**config.mk**
```make
export PLATFORM = sky130hd
export DESIGN_NAME = chess_clock_flat
export DESIGN_NICKNAME = d
export VERILOG_FILES = /design/src/rtl/chess_clock_pkg.sv /design/src/rtl/chess_clock_if.sv /design/src/rtl/secs_to_mmss.sv /design/src/rtl/chess_clock.sv /design/src/flat_wrapper.sv
export SDC_FILE = /design/constraint.sdc
export NUM_CORES = 1
export LEC_CHECK = 0
export BUFFER_PORTS_ARGS = -buffer_cell sky130_fd_sc_hd__buf_4
export CORE_UTILIZATION = 24
export DETAILED_ROUTE_END_ITERATION = 16
export GPL_TIMING_DRIVEN = 0
export HOLD_SLACK_MARGIN = 0.06
export SYNTH_ARGS = -nofsm -noshare
export SYNTH_HDL_FRONTEND = slang
export SYNTH_SLANG_ARGS = --single-unit
```
**constraint.sdc**
```tcl
create_clock -name clk -period 8.9 [get_ports clk]
set_input_delay 2.67 -clock clk [delete_from_list [all_inputs] [get_ports clk]]
set_output_delay 2.67 -clock clk [all_outputs]
set_load 0.1 [all_outputs]
```
**src/rtl/chess_clock_pkg.sv**
```systemverilog
// Shared types and constants for the two-sided chess clock.
// Time is held in whole seconds, capped at 99:59.
package chess_clock_pkg;

  localparam int MAX_SECONDS = 5999;
  localparam int SECS_W      = 13;

  typedef enum logic [1:0] {
    IDLE,
    RUN,
    PAUSED,
    FLAGGED
  } state_t;

  function automatic logic [SECS_W-1:0] sat_add(
    input logic [SECS_W-1:0] a,
    input logic [SECS_W-1:0] b
  );
    logic [SECS_W:0] s;
    s = {1'b0, a} + {1'b0, b};
    if (s > (SECS_W+1)'(MAX_SECONDS))
      return SECS_W'(MAX_SECONDS);
    return s[SECS_W-1:0];
  endfunction

endpackage

```
**src/rtl/chess_clock_if.sv**
```systemverilog
// Move-controller inputs and display/status outputs of the chess clock.
// The master side drives the controls, the slave side is the clock.
interface chess_clock_if;

  logic        is_white;
  logic        start;
  logic        pause;
  logic [15:0] white_mmss;
  logic [15:0] black_mmss;
  logic        white_flag;
  logic        black_flag;
  logic        running;

  modport master (
    output is_white, start, pause,
    input  white_mmss, black_mmss,
    input  white_flag, black_flag, running
  );

  modport slave (
    input  is_white, start, pause,
    output white_mmss, black_mmss,
    output white_flag, black_flag, running
  );

endinterface

```
**src/rtl/secs_to_mmss.sv**
```systemverilog
// Binary seconds (0..5999) to BCD {M tens, M ones, S tens, S ones}.
// Purely combinational.
module secs_to_mmss
  import chess_clock_pkg::*;
(
  input  logic [SECS_W-1:0] i_secs,
  output logic [15:0]       o_mmss
);

  logic [6:0] w_min;
  logic [5:0] w_sec;

  assign w_min = 7'(i_secs / SECS_W'(60));
  assign w_sec = 6'(i_secs % SECS_W'(60));

  assign o_mmss = {
    4'(w_min / 7'd10),
    4'(w_min % 7'd10),
    4'(w_sec / 6'd10),
    4'(w_sec % 6'd10)
  };

endmodule

```
**src/rtl/chess_clock.sv**
```systemverilog
// Chess game clock: per-side countdown with Fischer increment and flags.
// The side to move is taken from the registered is_white of the previous cycle.
module chess_clock
  import chess_clock_pkg::*;
#(
  parameter int CLK_HZ            = 100_000_000,
  parameter int START_SECONDS     = 300,
  parameter int INCREMENT_SECONDS = 0
) (
  input  logic          clk,
  input  logic          rst,
  chess_clock_if.slave  bus
);

  localparam int PW = (CLK_HZ > 1) ? $clog2(CLK_HZ) : 1;

  localparam logic [PW-1:0]     PRESC_TOP = PW'(CLK_HZ - 1);
  localparam logic [SECS_W-1:0] START_V   = SECS_W'(START_SECONDS);
  localparam logic [SECS_W-1:0] INC_V     = SECS_W'(INCREMENT_SECONDS);

  state_t            r_state;
  logic [SECS_W-1:0] r_white_secs;
  logic [SECS_W-1:0] r_black_secs;
  logic              r_white_flag;
  logic              r_black_flag;
  logic              r_running;
  logic              r_prev_white;
  logic [PW-1:0]     r_presc;

  state_t            w_state_n;
  logic [SECS_W-1:0] w_white_n;
  logic [SECS_W-1:0] w_black_n;
  logic              w_wflag_n;
  logic              w_bflag_n;
  logic [PW-1:0]     w_presc_n;
  logic              w_turn;
  logic              w_tick;
  logic [SECS_W-1:0] w_mover;
  logic [SECS_W-1:0] w_dec;
  logic [SECS_W-1:0] w_mover_n;
  logic              w_flag_hit;

  assign w_turn  = bus.is_white != r_prev_white;
  assign w_tick  = (r_state == RUN) && (r_presc == PRESC_TOP);
  assign w_mover = r_prev_white ? r_white_secs : r_black_secs;
  assign w_dec   = w_mover - SECS_W'(1);

  always_comb begin
    w_state_n  = r_state;
    w_white_n  = r_white_secs;
    w_black_n  = r_black_secs;
    w_wflag_n  = r_white_flag;
    w_bflag_n  = r_black_flag;
    w_presc_n  = r_presc;
    w_mover_n  = w_mover;
    w_flag_hit = 1'b0;

    if (!bus.start) begin
      w_state_n = IDLE;
      w_white_n = START_V;
      w_black_n = START_V;
      w_wflag_n = 1'b0;
      w_bflag_n = 1'b0;
      w_presc_n = '0;
    end else begin
      unique case (r_state)
        IDLE: begin
          w_white_n = START_V;
          w_black_n = START_V;
          w_wflag_n = 1'b0;
          w_bflag_n = 1'b0;
          w_presc_n = '0;
          w_state_n = RUN;
        end
        RUN: begin
          w_presc_n = w_tick ? '0 : r_presc + PW'(1);
          // Reaching zero wins over any increment on the same edge
          if (w_tick && w_dec == '0) begin
            w_mover_n  = '0;
            w_flag_hit = 1'b1;
            w_state_n  = FLAGGED;
          end else begin
            if (w_tick)
              w_mover_n = w_dec;
            if (w_turn) begin
              w_mover_n = sat_add(w_mover_n, INC_V);
              w_presc_n = '0;
            end
            if (bus.pause)
              w_state_n = PAUSED;
          end
        end
        PAUSED: begin
          if (w_turn) begin
            w_mover_n = sat_add(w_mover, INC_V);
            w_presc_n = '0;
          end
          if (!bus.pause)
            w_state_n = RUN;
        end
        FLAGGED: begin
        end
        default: w_state_n = IDLE;
      endcase

      if (r_state == RUN || r_state == PAUSED) begin
        if (r_prev_white) begin
          w_white_n = w_mover_n;
          w_wflag_n = r_white_flag | w_flag_hit;
        end else begin
          w_black_n = w_mover_n;
          w_bflag_n = r_black_flag | w_flag_hit;
        end
      end
    end
  end

  always_ff @(posedge clk or posedge rst) begin
    if (rst) begin
      r_state      <= IDLE;
      r_white_secs <= START_V;
      r_black_secs <= START_V;
      r_white_flag <= 1'b0;
      r_black_flag <= 1'b0;
      r_running    <= 1'b0;
      r_prev_white <= 1'b1;
      r_presc      <= '0;
    end else begin
      r_state      <= w_state_n;
      r_white_secs <= w_white_n;
      r_black_secs <= w_black_n;
      r_white_flag <= w_wflag_n;
      r_black_flag <= w_bflag_n;
      r_running    <= (w_state_n == RUN);
      r_prev_white <= bus.is_white;
      r_presc      <= w_presc_n;
    end
  end

  assign bus.white_flag = r_white_flag;
  assign bus.black_flag = r_black_flag;
  assign bus.running    = r_running;

  secs_to_mmss u_white_disp (
    .i_secs (r_white_secs),
    .o_mmss (bus.white_mmss)
  );

  secs_to_mmss u_black_disp (
    .i_secs (r_black_secs),
    .o_mmss (bus.black_mmss)
  );

endmodule

```
**src/flat_wrapper.sv**
```systemverilog
// flat-port wrapper written by rule: the top's interface ports become plain ports
module chess_clock_flat import chess_clock_pkg::*;
#(
  parameter int CLK_HZ            = 100_000_000,
  parameter int START_SECONDS     = 300,
  parameter int INCREMENT_SECONDS = 0
)
  (clk, rst, bus_is_white, bus_start, bus_pause, bus_white_mmss, bus_black_mmss, bus_white_flag, bus_black_flag, bus_running);
  chess_clock_if bus_i ();
  input  logic clk;
  input  logic rst;
  input wire logic [$bits(bus_i.is_white)-1:0] bus_is_white;
  input wire logic [$bits(bus_i.start)-1:0] bus_start;
  input wire logic [$bits(bus_i.pause)-1:0] bus_pause;
  output wire logic [$bits(bus_i.white_mmss)-1:0] bus_white_mmss;
  output wire logic [$bits(bus_i.black_mmss)-1:0] bus_black_mmss;
  output wire logic [$bits(bus_i.white_flag)-1:0] bus_white_flag;
  output wire logic [$bits(bus_i.black_flag)-1:0] bus_black_flag;
  output wire logic [$bits(bus_i.running)-1:0] bus_running;
  assign bus_i.is_white = bus_is_white;
  assign bus_i.start = bus_start;
  assign bus_i.pause = bus_pause;
  assign bus_white_mmss = bus_i.white_mmss;
  assign bus_black_mmss = bus_i.black_mmss;
  assign bus_white_flag = bus_i.white_flag;
  assign bus_black_flag = bus_i.black_flag;
  assign bus_running = bus_i.running;
  chess_clock #(.CLK_HZ(CLK_HZ), .START_SECONDS(START_SECONDS), .INCREMENT_SECONDS(INCREMENT_SECONDS)) u_core (.clk(clk), .rst(rst), .bus(bus_i));
endmodule
```
==> reports/metrics.cfg <==
[run_status]
status = finished clean

[synth]
syn_avg_cell_area_um2 = 7.434
seq_area_frac_synth_pct = 18.51
yosysWarnings = 0
async_reset_ff_share_pct = 100.0
synthCells = 1081
synthTopCellsByArea = dfrtp_1 16%, o21ai_0 6.7%, nand2_1 6.1%
synth-edff-count = 0
syn_area_um2 = 8036
yosys.area.top_type = dfrtp_1
synth_cell_types = 116
synth_flop_cell = dfrtp_1
synth_top_area_share_pct = 15.57
ys_seq_elements = 59

[placement]
io_buffers = 37
dpl_worst_slack_ns = -0.1103
gp_congestion = 0.9239
dp_hpwl_mm = 17.55

[power]
vdd_drop_max_uv = 200.3
leakagePower_nw = 3.626
p_clk_share_pct = 24.3
p_int_mw = 0.7164
net-switching-power_mw = 0.6975
combPwrFrac_pct = 55.6
p_per_area_nw_per_um2 = 148.6
pwr-share-seq_pct = 20.1
totalPowerFinal_mw = 1.414
switching_share_pct = 49.33

[setup_path]
startpoint = u_core.r_white_secs[8]
critPathTopFamily = simple AND/OR/NAND/NOR gates
crit_path_end = bus_white_mmss[3]
crit_chain = and2_2 -> nor3_4 -> buf_4 -> or3_4 -> a21oi_1 -> a311o_1 -> and2_1 -> nand4b_1 -> o211a_1 -> nor3_2 -> mux2_2 -> inv_2 -> ha_1 -> and2_1 -> o211a_1 -> a31o_1 -> buf_2 -> nor2_1 -> a21oi_1 -> ha_1 -> nor4b_1 -> mux2i_1 -> nand4_1 -> buf_4
start_kind = flop
cp.arrival_ns = 5.92
reg2reg_to = u_core.r_black_secs[6]
r2r-start = u_core.r_prev_white
crit_buf_inv = 4
critPathSlowestCell = dfstp_2
worstPathMaxFanout = 9
reg2reg_slack_ns = 3.30
endpoint_kind = primary output
ff2ff_path_depth = 16
crit_required_ns = 6.23
max_stage_delay_ns = 0.61
worstSetupPathDepth = 24
critPathKind = reg2out

[sta]
period_minus_slack_ns = 8.593
layout_setup_ws_ns = 0.3070
max_slew_margin_pct = 26.35
max_freq_mhz = 116.4
slew_viol_final = 0
hold_ws_ns = 0.4846
tightest_slew_ns = 1.077
fin_worst_skew_ns = 0.01239
setup_tns_ns = 0
fin_crit_sh_pct = 96.55
setup_viol = 0
final-hold-violation-count = 0

[floorplan]
io_pins = 40
die_area_um2 = 34220
die_w_um = 185.0
die_y_um = 185.0
rows = 66
core_area_um2 = 32700
initial_core_util_pct = 24.58

[finish]
diodes = 0
multiInputGateArea_um2 = 6289
nets = 1169
final_util_pct = 29.09
final_layout_size_suffix_gt1_share_pct = 19.21
seqCellArea_um2 = 1488
area_growth_pct = 18.36
fillers = 3551

[global_routing]
grt_max_degree = 33
grt-ovfl-total = 0
grt_pass1_wl_mm = 38.80
grt_pass1_vias = 7679
antenna_found_initial = 0
grtUsageTotal_pct = 13.57

[route]
vias = 8289
routed_via_density = 5.223
wl_per_cell_um = 14.50
drt-total-wl_mm = 23.02
drt_pass1_iterations = 5
drcViolationCount = 0
postRouteAntennaNets = 0
drtIter0Drc = 687

[cts]
cts.reportedPaths.clkPinSlew_ns = 0.05
cts_root_buf = clkbuf_16
numCtsBuffers = 9
ctsHoldBuffers = 0
worstSkewPairLatency_ns = 0.34
htree_levels = 3
cts_tree = done
cts_sinks = 59
clockBufferDepth = 2

[job]
maxCapViolCount = 0

[worst_hold_path]
hold_class = reg2reg
worstHoldPathCells = 1

metal layers:
metal | share of wire (%) | up-vias | GRT usage (%) | wire length [µm]
met5 | 0 | - | 0 | 0
met3 | 4.8 | 25 | 2.536 | 1106
met2 | 46 | 184 | 22.35 | 10670
met1 | 48 | 3986 | 18.44 | 11000
li1 | - | 4094 | - | -
met4 | 1.0 | 0 | 2.446 | 239
final cells by class:
| cell class | count | share of cell area, % |
|---|---|---|
| multi-input cells | 917 | 66.11 |
| repair buffers | 47 | 4.091 |
| well taps | 442 | 5.814 |
| inverters | 44 | 1.789 |
| plain buffers | 62 | 3.499 |
| clock inverters | 3 | 0.4209 |
| flip-flops and latches | 59 | 15.64 |
| clock buffers | 13 | 2.631 |
cell usage after synthesis, types with 13 or more instances:
| cell type | instances |
|---|---|
| a21o_1 | 18 |
| a31oi_1 | 13 |
| nand3_1 | 43 |
| nand4_1 | 25 |
| ha_1 | 24 |
| and2_1 | 27 |
| nand2_1 | 131 |
| clkbuf_1 | 31 |
| xnor2_1 | 24 |
| mux2i_1 | 17 |
| and3_1 | 20 |
| nor2_1 | 90 |
| inv_1 | 39 |
| dfrtp_1 | 50 |
| o21ai_0 | 108 |
| nand3b_1 | 13 |
| nor2b_1 | 13 |
| a21oi_1 | 59 |
| nor3_1 | 29 |
state kept, by name, indices dropped and copies added (netlist names):
| name | flops |
|---|---|
| u_core.bus.black_flag | 1 |
| u_core.bus.running | 1 |
| u_core.bus.white_flag | 1 |
| u_core.r_black_secs | 13 |
| u_core.r_presc | 27 |
| u_core.r_prev_white | 1 |
| u_core.r_state | 2 |
| u_core.r_white_secs | 13 |
how the worst min path moves through the flow:
stage / start / end / slack, ns
6_report: u_core.r_presc[26] / u_core.r_presc[26] / 0.48
2_1_floorplan: u_core.r_presc[26] / u_core.r_presc[26] / 0.44
4_1_cts: u_core.r_presc[26] / u_core.r_presc[26] / 0.49
3_5_place_dp: u_core.r_presc[26] / u_core.r_presc[26] / 0.48
5_1_grt: u_core.r_presc[20] / u_core.r_presc[20] / 0.52
3_3_place_gp: u_core.r_presc[26] / u_core.r_presc[26] / 0.48
cell families after synthesis:
| kind of cell | count (synthesis) | share of synthesized area, % |
|---|---|---|
| muxes | 29 | 4.281 |
| buffers and inverters | 106 | 6.197 |
| DFF | 59 | 18.51 |
| xor gates and xnor gates | 39 | 4.624 |
| adders and majority gates | 27 | 4.110 |
| and+or+nand+nor | 459 | 29.11 |
| other | 1 | 0.04666 |
| AOI/OAI and AO/OA | 361 | 33.12 |
what timing repair did:
action,in CTS,in global routing
resized for setup,7,25
setup endpoints to repair,4,8
pin swaps,2,6
buffers inserted,3,6
power groups by stage:
stage          Clock (mW)  Combinational [mW]  Sequential [mW]
2_1_floorplan           0               0.621            0.296
3_3_place_gp            0               0.765            0.288
3_5_place_dp            0               0.772            0.288
4_1_cts             0.351               0.778            0.284
5_1_grt             0.366               0.838            0.285
6_report            0.344               0.786            0.284
per-stage QoR:
step                      instances  cell area (µm²)
after floorplan                1082             8139
after global placement         1561             8970
after detailed placement       1562             8990
after CTS                      1581             9330
after global routing           1587             9512
final                          1587             9512
layout by cell type, fill, tap and decap left out, types with 7 or more instances in the layout:
cell / synthesis / layout
nand2_1: 131 / 129
o21ai_0: 108 / 107
nor2_1: 90 / 87
a21oi_1: 59 / 58
buf_4: 12 / 54
dfrtp_1: 50 / 50
nand3_1: 43 / 43
inv_1: 39 / 38
clkbuf_1: 31 / 34
nor3_1: 29 / 28
and2_1: 27 / 26
nand4_1: 25 / 25
ha_1: 24 / 22
xnor2_1: 24 / 20
and3_1: 20 / 20
a21o_1: 18 / 18
mux2i_1: 17 / 15
nand3b_1: 13 / 13
or3_1: 12 / 12
nor2b_1: 13 / 12
nand2b_1: 12 / 12
xor2_1: 11 / 11
buf_2: 11 / 11
a31oi_1: 13 / 10
o21ai_1: 11 / 10
nand2_2: 7 / 9
clkbuf_16: 0 / 9
dfstp_2: 9 / 9
o31ai_1: 8 / 8
buf_6: 5 / 8
o21a_1: 8 / 8
nor4_1: 7 / 7
a21oi_2: 7 / 7
o211ai_1: 7 / 7
No activity file was read; power rests on OpenSTA's default activity.
